--- src/rtl/fetch_queue_if.sv ---
`default_nettype none
// ============================================================================
// fetch_queue_if : fetch-side and decode-side signals of the instruction queue
// Rev 1.0
// ============================================================================
interface fetch_queue_if #(
    parameter int DEPTH = 4
);
    localparam int CNT_W = $clog2(DEPTH) + 1;

    logic             in_valid;
    logic [31:0]      in_inst;
    logic [63:0]      in_pc;
    logic             fetch_awaiting;
    logic             flush;
    logic             out_valid;
    logic [31:0]      out_inst;
    logic [63:0]      out_pc;
    logic             out_ready;
    logic             fetch_stall;
    logic [CNT_W-1:0] count;
    logic             overflow;

    modport master (
        output in_valid, in_inst, in_pc, fetch_awaiting, flush, out_ready,
        input  out_valid, out_inst, out_pc, fetch_stall, count, overflow
    );

    modport slave (
        input  in_valid, in_inst, in_pc, fetch_awaiting, flush, out_ready,
        output out_valid, out_inst, out_pc, fetch_stall, count, overflow
    );
endinterface
`default_nettype wire

--- src/rtl/fetch_queue.sv ---
`default_nettype none
// ============================================================================
// fetch_queue : first-word-fall-through instruction buffer from IF to ID
// Rev 1.0
// ============================================================================
module fetch_queue #(
    parameter int          DEPTH  = 4,
    parameter logic [63:0] PCINIT = 64'h0000_0000_8000_0000
) (
    input  wire logic     clk,
    input  wire logic     rst,
    fetch_queue_if.slave  bus
);
    localparam int PTR_W = $clog2(DEPTH);
    localparam int CNT_W = PTR_W + 1;
    localparam logic [CNT_W-1:0] C_FULL  = CNT_W'(DEPTH);
    localparam logic [CNT_W-1:0] C_STALL = CNT_W'(DEPTH - 1);

    typedef struct packed {
        logic [31:0] inst;
        logic [63:0] pc;
    } entry_t;

    entry_t             mem_q [DEPTH];
    entry_t             mem_d [DEPTH];
    logic [PTR_W-1:0]   head_q, head_d;
    logic [PTR_W-1:0]   tail_q, tail_d;
    logic [CNT_W-1:0]   count_q, count_d;
    logic               drop_pending_q, drop_pending_d;
    logic               overflow_q, overflow_d;
    entry_t             last_q, last_d;

    logic               w_not_empty;
    logic               w_full;
    logic               w_accept;
    logic               w_pop;
    logic               w_push;
    entry_t             w_head;

    assign w_not_empty = (count_q != '0);
    assign w_full      = (count_q == C_FULL);
    assign w_head      = mem_q[head_q];
    assign w_pop       = w_not_empty & bus.out_ready & ~bus.flush;
    // A word is a candidate for storage only if it is neither flushed nor stale.
    assign w_accept    = bus.in_valid & ~bus.flush & ~drop_pending_q;
    assign w_push      = w_accept & (~w_full | w_pop);

    always_comb begin
        mem_d = mem_q;
        if (w_push) begin
            mem_d[tail_q] = entry_t'{inst: bus.in_inst, pc: bus.in_pc};
        end
    end

    always_comb begin
        head_d         = head_q;
        tail_d         = tail_q;
        count_d        = count_q;
        drop_pending_d = drop_pending_q;
        overflow_d     = overflow_q | (w_accept & w_full & ~w_pop);
        last_d         = w_pop ? w_head : last_q;

        if (bus.flush) begin
            head_d         = '0;
            tail_d         = '0;
            count_d        = '0;
            // The in-flight response is stale unless it is arriving right now.
            drop_pending_d = bus.fetch_awaiting & ~bus.in_valid;
        end else begin
            if (drop_pending_q && bus.in_valid) begin
                drop_pending_d = 1'b0;
            end
            if (w_pop) begin
                head_d = head_q + PTR_W'(1);
            end
            if (w_push) begin
                tail_d = tail_q + PTR_W'(1);
            end
            case ({w_push, w_pop})
                2'b10:   count_d = count_q + CNT_W'(1);
                2'b01:   count_d = count_q - CNT_W'(1);
                default: count_d = count_q;
            endcase
        end
    end

    always_ff @(posedge clk) begin
        mem_q <= mem_d;
    end

    always_ff @(posedge clk) begin
        if (rst) begin
            head_q         <= '0;
            tail_q         <= '0;
            count_q        <= '0;
            drop_pending_q <= 1'b0;
            overflow_q     <= 1'b0;
            last_q         <= entry_t'{inst: 32'h0, pc: PCINIT};
        end else begin
            head_q         <= head_d;
            tail_q         <= tail_d;
            count_q        <= count_d;
            drop_pending_q <= drop_pending_d;
            overflow_q     <= overflow_d;
            last_q         <= last_d;
        end
    end

    // When empty, show the most recently consumed entry rather than a stale slot.
    assign bus.out_valid   = w_not_empty;
    assign bus.out_inst    = w_not_empty ? w_head.inst : last_q.inst;
    assign bus.out_pc      = w_not_empty ? w_head.pc   : last_q.pc;
    assign bus.fetch_stall = (count_q >= C_STALL);
    assign bus.count       = count_q;
    assign bus.overflow    = overflow_q;

endmodule
`default_nettype wire

--- src/flat_wrapper.sv ---
// flat-port wrapper written by rule: the top's interface ports become plain ports
module fetch_queue_flat 
#(
    parameter int          DEPTH  = 4,
    parameter logic [63:0] PCINIT = 64'h0000_0000_8000_0000
)
  (clk, rst, bus_in_valid, bus_in_inst, bus_in_pc, bus_fetch_awaiting, bus_flush, bus_out_ready, bus_out_valid, bus_out_inst, bus_out_pc, bus_fetch_stall, bus_count, bus_overflow);
  fetch_queue_if #(.DEPTH(DEPTH)) bus_i ();
  input  wire logic clk;
  input  wire logic rst;
  input wire logic [$bits(bus_i.in_valid)-1:0] bus_in_valid;
  input wire logic [$bits(bus_i.in_inst)-1:0] bus_in_inst;
  input wire logic [$bits(bus_i.in_pc)-1:0] bus_in_pc;
  input wire logic [$bits(bus_i.fetch_awaiting)-1:0] bus_fetch_awaiting;
  input wire logic [$bits(bus_i.flush)-1:0] bus_flush;
  input wire logic [$bits(bus_i.out_ready)-1:0] bus_out_ready;
  output wire logic [$bits(bus_i.out_valid)-1:0] bus_out_valid;
  output wire logic [$bits(bus_i.out_inst)-1:0] bus_out_inst;
  output wire logic [$bits(bus_i.out_pc)-1:0] bus_out_pc;
  output wire logic [$bits(bus_i.fetch_stall)-1:0] bus_fetch_stall;
  output wire logic [$bits(bus_i.count)-1:0] bus_count;
  output wire logic [$bits(bus_i.overflow)-1:0] bus_overflow;
  assign bus_i.in_valid = bus_in_valid;
  assign bus_i.in_inst = bus_in_inst;
  assign bus_i.in_pc = bus_in_pc;
  assign bus_i.fetch_awaiting = bus_fetch_awaiting;
  assign bus_i.flush = bus_flush;
  assign bus_i.out_ready = bus_out_ready;
  assign bus_out_valid = bus_i.out_valid;
  assign bus_out_inst = bus_i.out_inst;
  assign bus_out_pc = bus_i.out_pc;
  assign bus_fetch_stall = bus_i.fetch_stall;
  assign bus_count = bus_i.count;
  assign bus_overflow = bus_i.overflow;
  fetch_queue #(.DEPTH(DEPTH), .PCINIT(PCINIT)) u_core (.clk(clk), .rst(rst), .bus(bus_i));
endmodule
--- config.mk ---
export PLATFORM = sky130hd
export DESIGN_NAME = fetch_queue_flat
export DESIGN_NICKNAME = d
export VERILOG_FILES = /design/src/rtl/fetch_queue_if.sv /design/src/rtl/fetch_queue.sv /design/src/flat_wrapper.sv
export SDC_FILE = /design/constraint.sdc
export NUM_CORES = 1
export LEC_CHECK = 0
export ABC_AREA = 1
export CAP_MARGIN = 20
export CORE_ASPECT_RATIO = 2
export CORE_MARGIN = 2
export CORE_UTILIZATION = 55
export CTS_CLUSTER_DIAMETER = 80
export DETAILED_ROUTE_END_ITERATION = 8
export PLACE_DENSITY = 0.87
export SLEW_MARGIN = 20
export SYNTH_ARGS = -nofsm -noshare
export SYNTH_HDL_FRONTEND = slang
export SYNTH_SLANG_ARGS = --single-unit
--- constraint.sdc ---
create_clock -name clk -period 9.95 [get_ports clk]
set_input_delay 2.4875 -clock clk [delete_from_list [all_inputs] [get_ports clk]]
set_output_delay 2.4875 -clock clk [all_outputs]
set_load 0.02 [all_outputs]
* After elaboration in Yosys (flattened, before gate mapping)
Cells that the tools add are included.
** Storage, ports and cells
- Register bits after elaboration :: 489
- Output and inout bits :: 102
** Operators by class
- Magnitude comparators :: 4
- Eq/ne operators :: 3
- Bitwise gates (word level) :: 17
- Muxes and demuxes :: 11
- Reduce and logical (&&, ||, !) cells :: 6
- Add/subtract/negate cells :: 4
** Operators by type and width (count)
- bitwise mux 384 bit :: 1
- 2-to-1 mux 96 bit :: 3
- binary-select mux 96 bit (select 2 bit) :: 1
- demux 96 bit (select 2 bit) :: 1
- 2-to-1 mux 64 bit :: 1
- 2-to-1 mux 32 bit :: 1
- bitwise AND 1 bit :: 8
- greater-or-equal comparator 3 bit (second input constant) :: 2
- inverter 2 -> 3 bit :: 2
- one-hot mux 3 bit (2 select lines) :: 1
- inverter 1 bit :: 5
- adder 2 x 1 -> 2 bit (second input constant) :: 2
- nonzero test 2 bit :: 2
- adder 3 x 1 -> 3 bit (second input constant) :: 1
- == test 3 bit (second input constant) :: 1
- greater-or-equal comparator 3 x 2 -> 1 bit (second input constant) :: 1
- < comparator 3 x 1 -> 1 bit (second input constant) :: 1
- nonzero test 3 bit :: 1
- subtractor 3 x 1 -> 3 bit (second input constant) :: 1
- == test 2 x 1 -> 1 bit (second input constant) :: 1
- == test 2 bit (second input constant) :: 1
- logical AND 1 bit :: 2
- 2-to-1 mux 1 bit :: 2
- bitwise OR 1 bit :: 2
- OR reduction 2 bit :: 1

* Logic depth before layout (Yosys ltp)
- Word-level depth :: 7
- Gate-level depth with buffers :: 15
- Mapped depth without buffers :: 14

* Worst setup path after synthesis
No wires, ideal clock.
- Path type :: input-to-reg
- From :: input bus_flush
- To :: register u_core.mem_q[0] (netlist name), enable pin
- Arrival :: 6.983 ns
- Cell stages on the path :: 5
- Setup time :: 0.552 ns
- Data required time :: 9.398 ns
- Setup slack :: 2.415 ns
- Cells stage by stage :: inv_2 -> nand2_1 -> nor2_1 -> nand2_1 -> nor2_1
** Between the ends
- Cells in the longest elaborated chain, start to end :: 4
** Ends and longest elaborated chain
- from (decl) :: RTL line flat_wrapper.sv:15 : input wire logic [$bits(bus_i.flush)-1:0] bus_flush;
- inverter 1 bit * :: RTL line fetch_queue.sv:43, fetch_queue.sv:45
- bitwise AND 1 bit (on tied branches) :: RTL line fetch_queue.sv:45, fetch_queue.sv:43
- bitwise AND 1 bit / bitwise OR 1 bit (equally long branches) :: RTL line fetch_queue.sv:45, fetch_queue.sv:46
- bitwise AND 1 bit * :: RTL line fetch_queue.sv:46 : assign w_push = w_accept & (~w_full | w_pop);
- to (signal assigned) :: RTL line fetch_queue.sv:88 : mem_q <= mem_d;
- to (decl) :: RTL line fetch_queue.sv:24 : entry_t mem_q [DEPTH];
Mark *: on every way between the ends. The rest lies on a longest branch, timed or not.
A chain may end at the register's enable or synchronous reset.

* Final worst setup path
- From :: register u_core.head_q[0]
- To :: output bus_out_pc[31]
** Between the ends
- Cells in the longest elaborated chain, start to end :: 5
** Ends and longest elaborated chain
- from (decl) :: RTL line fetch_queue.sv:26 : logic [PTR_W-1:0] head_q, head_d;
- from (signal assigned) :: RTL line fetch_queue.sv:93 : head_q <= '0;
- from (signal assigned) :: RTL line fetch_queue.sv:100 : head_q <= head_d;
- inverter 2 -> 3 bit (implied by the code) :: RTL line fetch_queue.sv:42 : assign w_head = mem_q[head_q];
- binary-select mux 96 bit (select 2 bit) :: RTL line fetch_queue.sv:42
- 2-to-1 mux 96 bit (implied by the code) (2 in series) :: RTL line fetch_queue.sv:42
- 2-to-1 mux 64 bit :: RTL line fetch_queue.sv:112 : assign bus.out_pc = w_not_empty ? w_head.pc : last_q.pc;
- to (decl) :: RTL line flat_wrapper.sv:19 : output wire logic [$bits(bus_i.out_pc)-1:0] bus_out_pc;
Every way passes these cells. The select of a mux whose other input is x is not followed.

==> run metrics <==
average cell area after synthesis=8.92 um2; post-CTS setup buffers=0; vias in the first global route=16300; number of setup violations in the final report=0; Worst Hold Path EP=u_core.bus.overflow$_SDFF_PP0_; source of the worst register-to-register timing path=u_core.bus.count[1]$_SDFFE_PP0P_; Synth warnings=0; Starting Density=a little under three fifths; chip width=144 um; worst path setup slack after routing=3.32 ns; crit-path most repeated cell=sky130_fd_sc_hd__nand2_1; count of hold buffers inserted by post-cts repair=0; Clock Pin Slew Worst Setup and Hold Paths=0.07 ns; PortBufs=203; row count=between 100 and 150; setup TNS after final layout=0 ns; post-synthesis cell area=approximately 21000 um2; residual antenna-violating net count after detailed routing=0; hold_sp=u_core.bus.overflow$_SDFF_PP0_; total of max-cap violations=0; DIE AREA=40700 um2; kind of cell with the highest combined delay on the critical path=buffers and inverters; max-slew violation total from the final report=0; number of buffers created by CTS=42; Post-Place Cells=3023; count of instances resized after the clock tree is built=0; maximum frequency from static timing analysis=151 MHz; synth cell count leaders=sky130_fd_sc_hd__nand2_1 (783), sky130_fd_sc_hd__inv_1 (490), sky130_fd_sc_hd__edfxtp_1 (384); total buffers and inverters traversed by the critical path=3; global-route wire length before repair=between 70000 and 80000 um; Area Overhead vs Synth=17.4%; buffers from clock root to sink, at most=3; register-to-register setup slack=6.68 ns; depth of the CTS H-tree=2; share of the yosys chip area belonging to registers=~64%; Clock Latency Late Sink=0.57 ns; routability-driven placement congestion ratio=~0.83; cell-by-cell trace of the critical path=inv_6, buf_4, nor2_1, o21ai_0, nand2_1, nand2_1, clkdlybuf4s50_1; half-perimeter wire length after detailed placement=31800 um; delay of the slowest cell on the worst path=0.93 ns; cell types occupying the most area after synthesis=sky130_fd_sc_hd__edfxtp_1 (54%), sky130_fd_sc_hd__nand2_1 (14%), sky130_fd_sc_hd__dfxtp_1 (9.8%); fraction of final layout cells sized beyond drive strength 1=3.64%; Pwr per Cell Area=170 nW/um2; Worst Setup Start Kind=flop; clk root buf=sky130_fd_sc_hd__clkbuf_16; critical path required time=about 7.5 ns; Static Leakage=11.1 nW; async set or reset register ratio after synthesis=0%; highest ir drop seen on vdd=about 160 uV; hold-critical path depth=2; DRC violations left=0; routed wire length=51500 um; router iterations before antenna repair=6; number of I/O pins=204; worst endpoint data arrival time=~4.2 ns; Mapped Nets=2511; count of different cell masters after synthesis=23; library cell with the highest instance count after synthesis=sky130_fd_sc_hd__nand2_1; area of the core=38500 um2; number of cells traversed by the worst register-to-register path=5; Routed WL per cell=~17 um; worst min-delay path class=reg -> reg; EDFF count, synth=~380; Pwr Total=4.28 mW; result of the run=completed; sink count of the clock tree=around 500; Reg2Reg Capture Point=u_core.mem_q[142]$_DFFE_PP_; largest net degree at the start of global routing=120; kind of end point of the critical path=output pin; cell type with the highest aggregate area in the netlist=sky130_fd_sc_hd__edfxtp_1; fin nets=2655; overflow left after global routing=0; flip-flop and latch count after synthesis=489; global-route total usage across every layer=25.1%; Setup CP Type=reg -> out; detailed-route vias per instance=5.11; setup skew after layout=about 0.030 ns; most common flop cell mapped by yosys=sky130_fd_sc_hd__edfxtp_1; post-route non-filler standard cell count=between 3000 and 4000; unrepaired setup endpoints after global routing=no; CP max-delay cell=sky130_fd_sc_hd__buf_4; CP Max Fanout=around 100; portion of the clock cycle consumed by the worst path in the final layout=66.7%; final critical-path required period=6.63 ns; number of hold violations in the final report=0; max_slew headroom=25.3%; first-iteration detailed-routing DRC count=about 1100; gate count of the mapped netlist=about 2400; area share of the leading cell type in the synthesized netlist=53.8%; worst slack at placement=3.97 ns; antenna violations before repair=16; worst slew pin tran=1.12 ns; die span in y=283 um; via count=15900; CTS tree=built
## cell usage in the layout (no fill, tap or decap), types with 2 or more instances in the layout
| cell type | synthesis | final |
|---|---|---|
| sky130_fd_sc_hd__clkinvlp_4 | 0 | 2 |
| sky130_fd_sc_hd__edfxtp_1 | 384 | 384 |
| sky130_fd_sc_hd__nand2_1 | 783 | 783 |
| sky130_fd_sc_hd__o21ai_1 | 15 | 15 |
| sky130_fd_sc_hd__ha_1 | 5 | 5 |
| sky130_fd_sc_hd__nand2_8 | 0 | 2 |
| sky130_fd_sc_hd__clkinv_8 | 0 | 2 |
| sky130_fd_sc_hd__clkinv_2 | 0 | 11 |
| sky130_fd_sc_hd__inv_6 | 0 | 3 |
| sky130_fd_sc_hd__dfxtp_4 | 0 | 2 |
| sky130_fd_sc_hd__clkbuf_1 | 23 | 11 |
| sky130_fd_sc_hd__nand3_1 | 197 | 197 |
| sky130_fd_sc_hd__clkbuf_16 | 0 | 43 |
| sky130_fd_sc_hd__clkdlybuf4s50_1 | 0 | 203 |
| sky130_fd_sc_hd__a21oi_1 | 6 | 6 |
| sky130_fd_sc_hd__nor2_4 | 1 | 5 |
| sky130_fd_sc_hd__inv_1 | 490 | 490 |
| sky130_fd_sc_hd__nor2_1 | 205 | 201 |
| sky130_fd_sc_hd__clkbuf_8 | 0 | 3 |
| sky130_fd_sc_hd__buf_4 | 15 | 12 |
| sky130_fd_sc_hd__diode_2 | 0 | 16 |
| sky130_fd_sc_hd__dfxtp_1 | 105 | 103 |
| sky130_fd_sc_hd__inv_2 | 5 | 2 |
| sky130_fd_sc_hd__o21ai_0 | 85 | 85 |
| sky130_fd_sc_hd__bufinv_16 | 0 | 5 |
## layout make-up
class | instances | area (um2)
diodes | 16 | 40.0
clock buffers | 57 | 1160
clock inverters | 21 | 265
fillers | 2911 | 13400
inverters | 495 | 1870
multi-input cells | 1303 | 5410
flip-flops and latches | 489 | 13600
well taps | 520 | 651
repair buffers | 216 | 2130
## worst max-delay path by stage
stage	slack [ns]	depth (start not counted)	to	from
2_1_floorplan	2.41	5	u_core.mem_q[0]$_DFFE_PP_	bus_flush
3_3_place_gp	3.97	9	bus_out_pc[31]	u_core.head_q[0]$_SDFFE_PP0P_
3_5_place_dp	3.97	7	bus_out_pc[31]	u_core.head_q[0]$_SDFFE_PP0P_
4_1_cts	3.37	7	bus_out_pc[31]	u_core.head_q[0]$_SDFFE_PP0P_
5_1_grt	3.08	7	bus_out_pc[31]	u_core.head_q[0]$_SDFFE_PP0P_
6_report	3.32	7	bus_out_pc[31]	u_core.head_q[0]$_SDFFE_PP0P_
## where the power goes
| group | internal, mW | total, mW | switching [mW] | leakage [nW] |
|---|---|---|---|---|
| Clock | 0.957 | 1.69 | 0.731 | 0.697 |
| Combinational | 0.131 | 0.335 | 0.204 | 6.11 |
| Sequential | 2.24 | 2.25 | 0.0123 | 4.34 |
| Total | 3.33 | 4.28 | 0.948 | 11.1 |
## per-stage QoR
stage / hold slack (ns) / cell area, um2 / util [%]
global placement: 0.439 / 23700 / 61.5
finish: 0.456 / 25200 / 65.3
CTS: 0.454 / 25100 / 65.2
global route: 0.493 / 25200 / 65.3
floorplan: 0.434 / 21400 / -
detailed placement: 0.442 / 23700 / 61.5
## per-layer routing
layer	GRT usage [%]	routed length, um	share of wire [%]
met1	25.6	17700	34
met2	46.3	27900	54
met3	3.55	2900	5.6
met4	16.7	2890	5.6
met5	0	13	0.025
## registers in the layout, indices dropped and copies added, names as in the netlist
name	cells
u_core.mem_q	384
u_core.last_q	96
u_core.bus.count	3
u_core.drop_pending_q	1
u_core.tail_q	2
u_core.head_q	2
u_core.bus.overflow	1
## kinds of logic (layout without fill, tap and decap cells)
logic type	after synthesis	count (layout)	share of synthesized area, %
simple gates	1190	1190	22.1
flops	489	489	63.6
buf+inv	611	789	11.4
fa+ha+maj	6	6	0.385
compound gates	107	107	2.51
other cells	0	16	0
## worst register-to-register path: cells and delay by family, from the launching register on
family / cells / cell delay (ns)
AND/OR/NAND/NOR: 4 / 1.39
buffers and inverters: 1 / 0.92
flip-flops: 1 / 0.49
No activity file was read; power rests on OpenSTA's default activity.
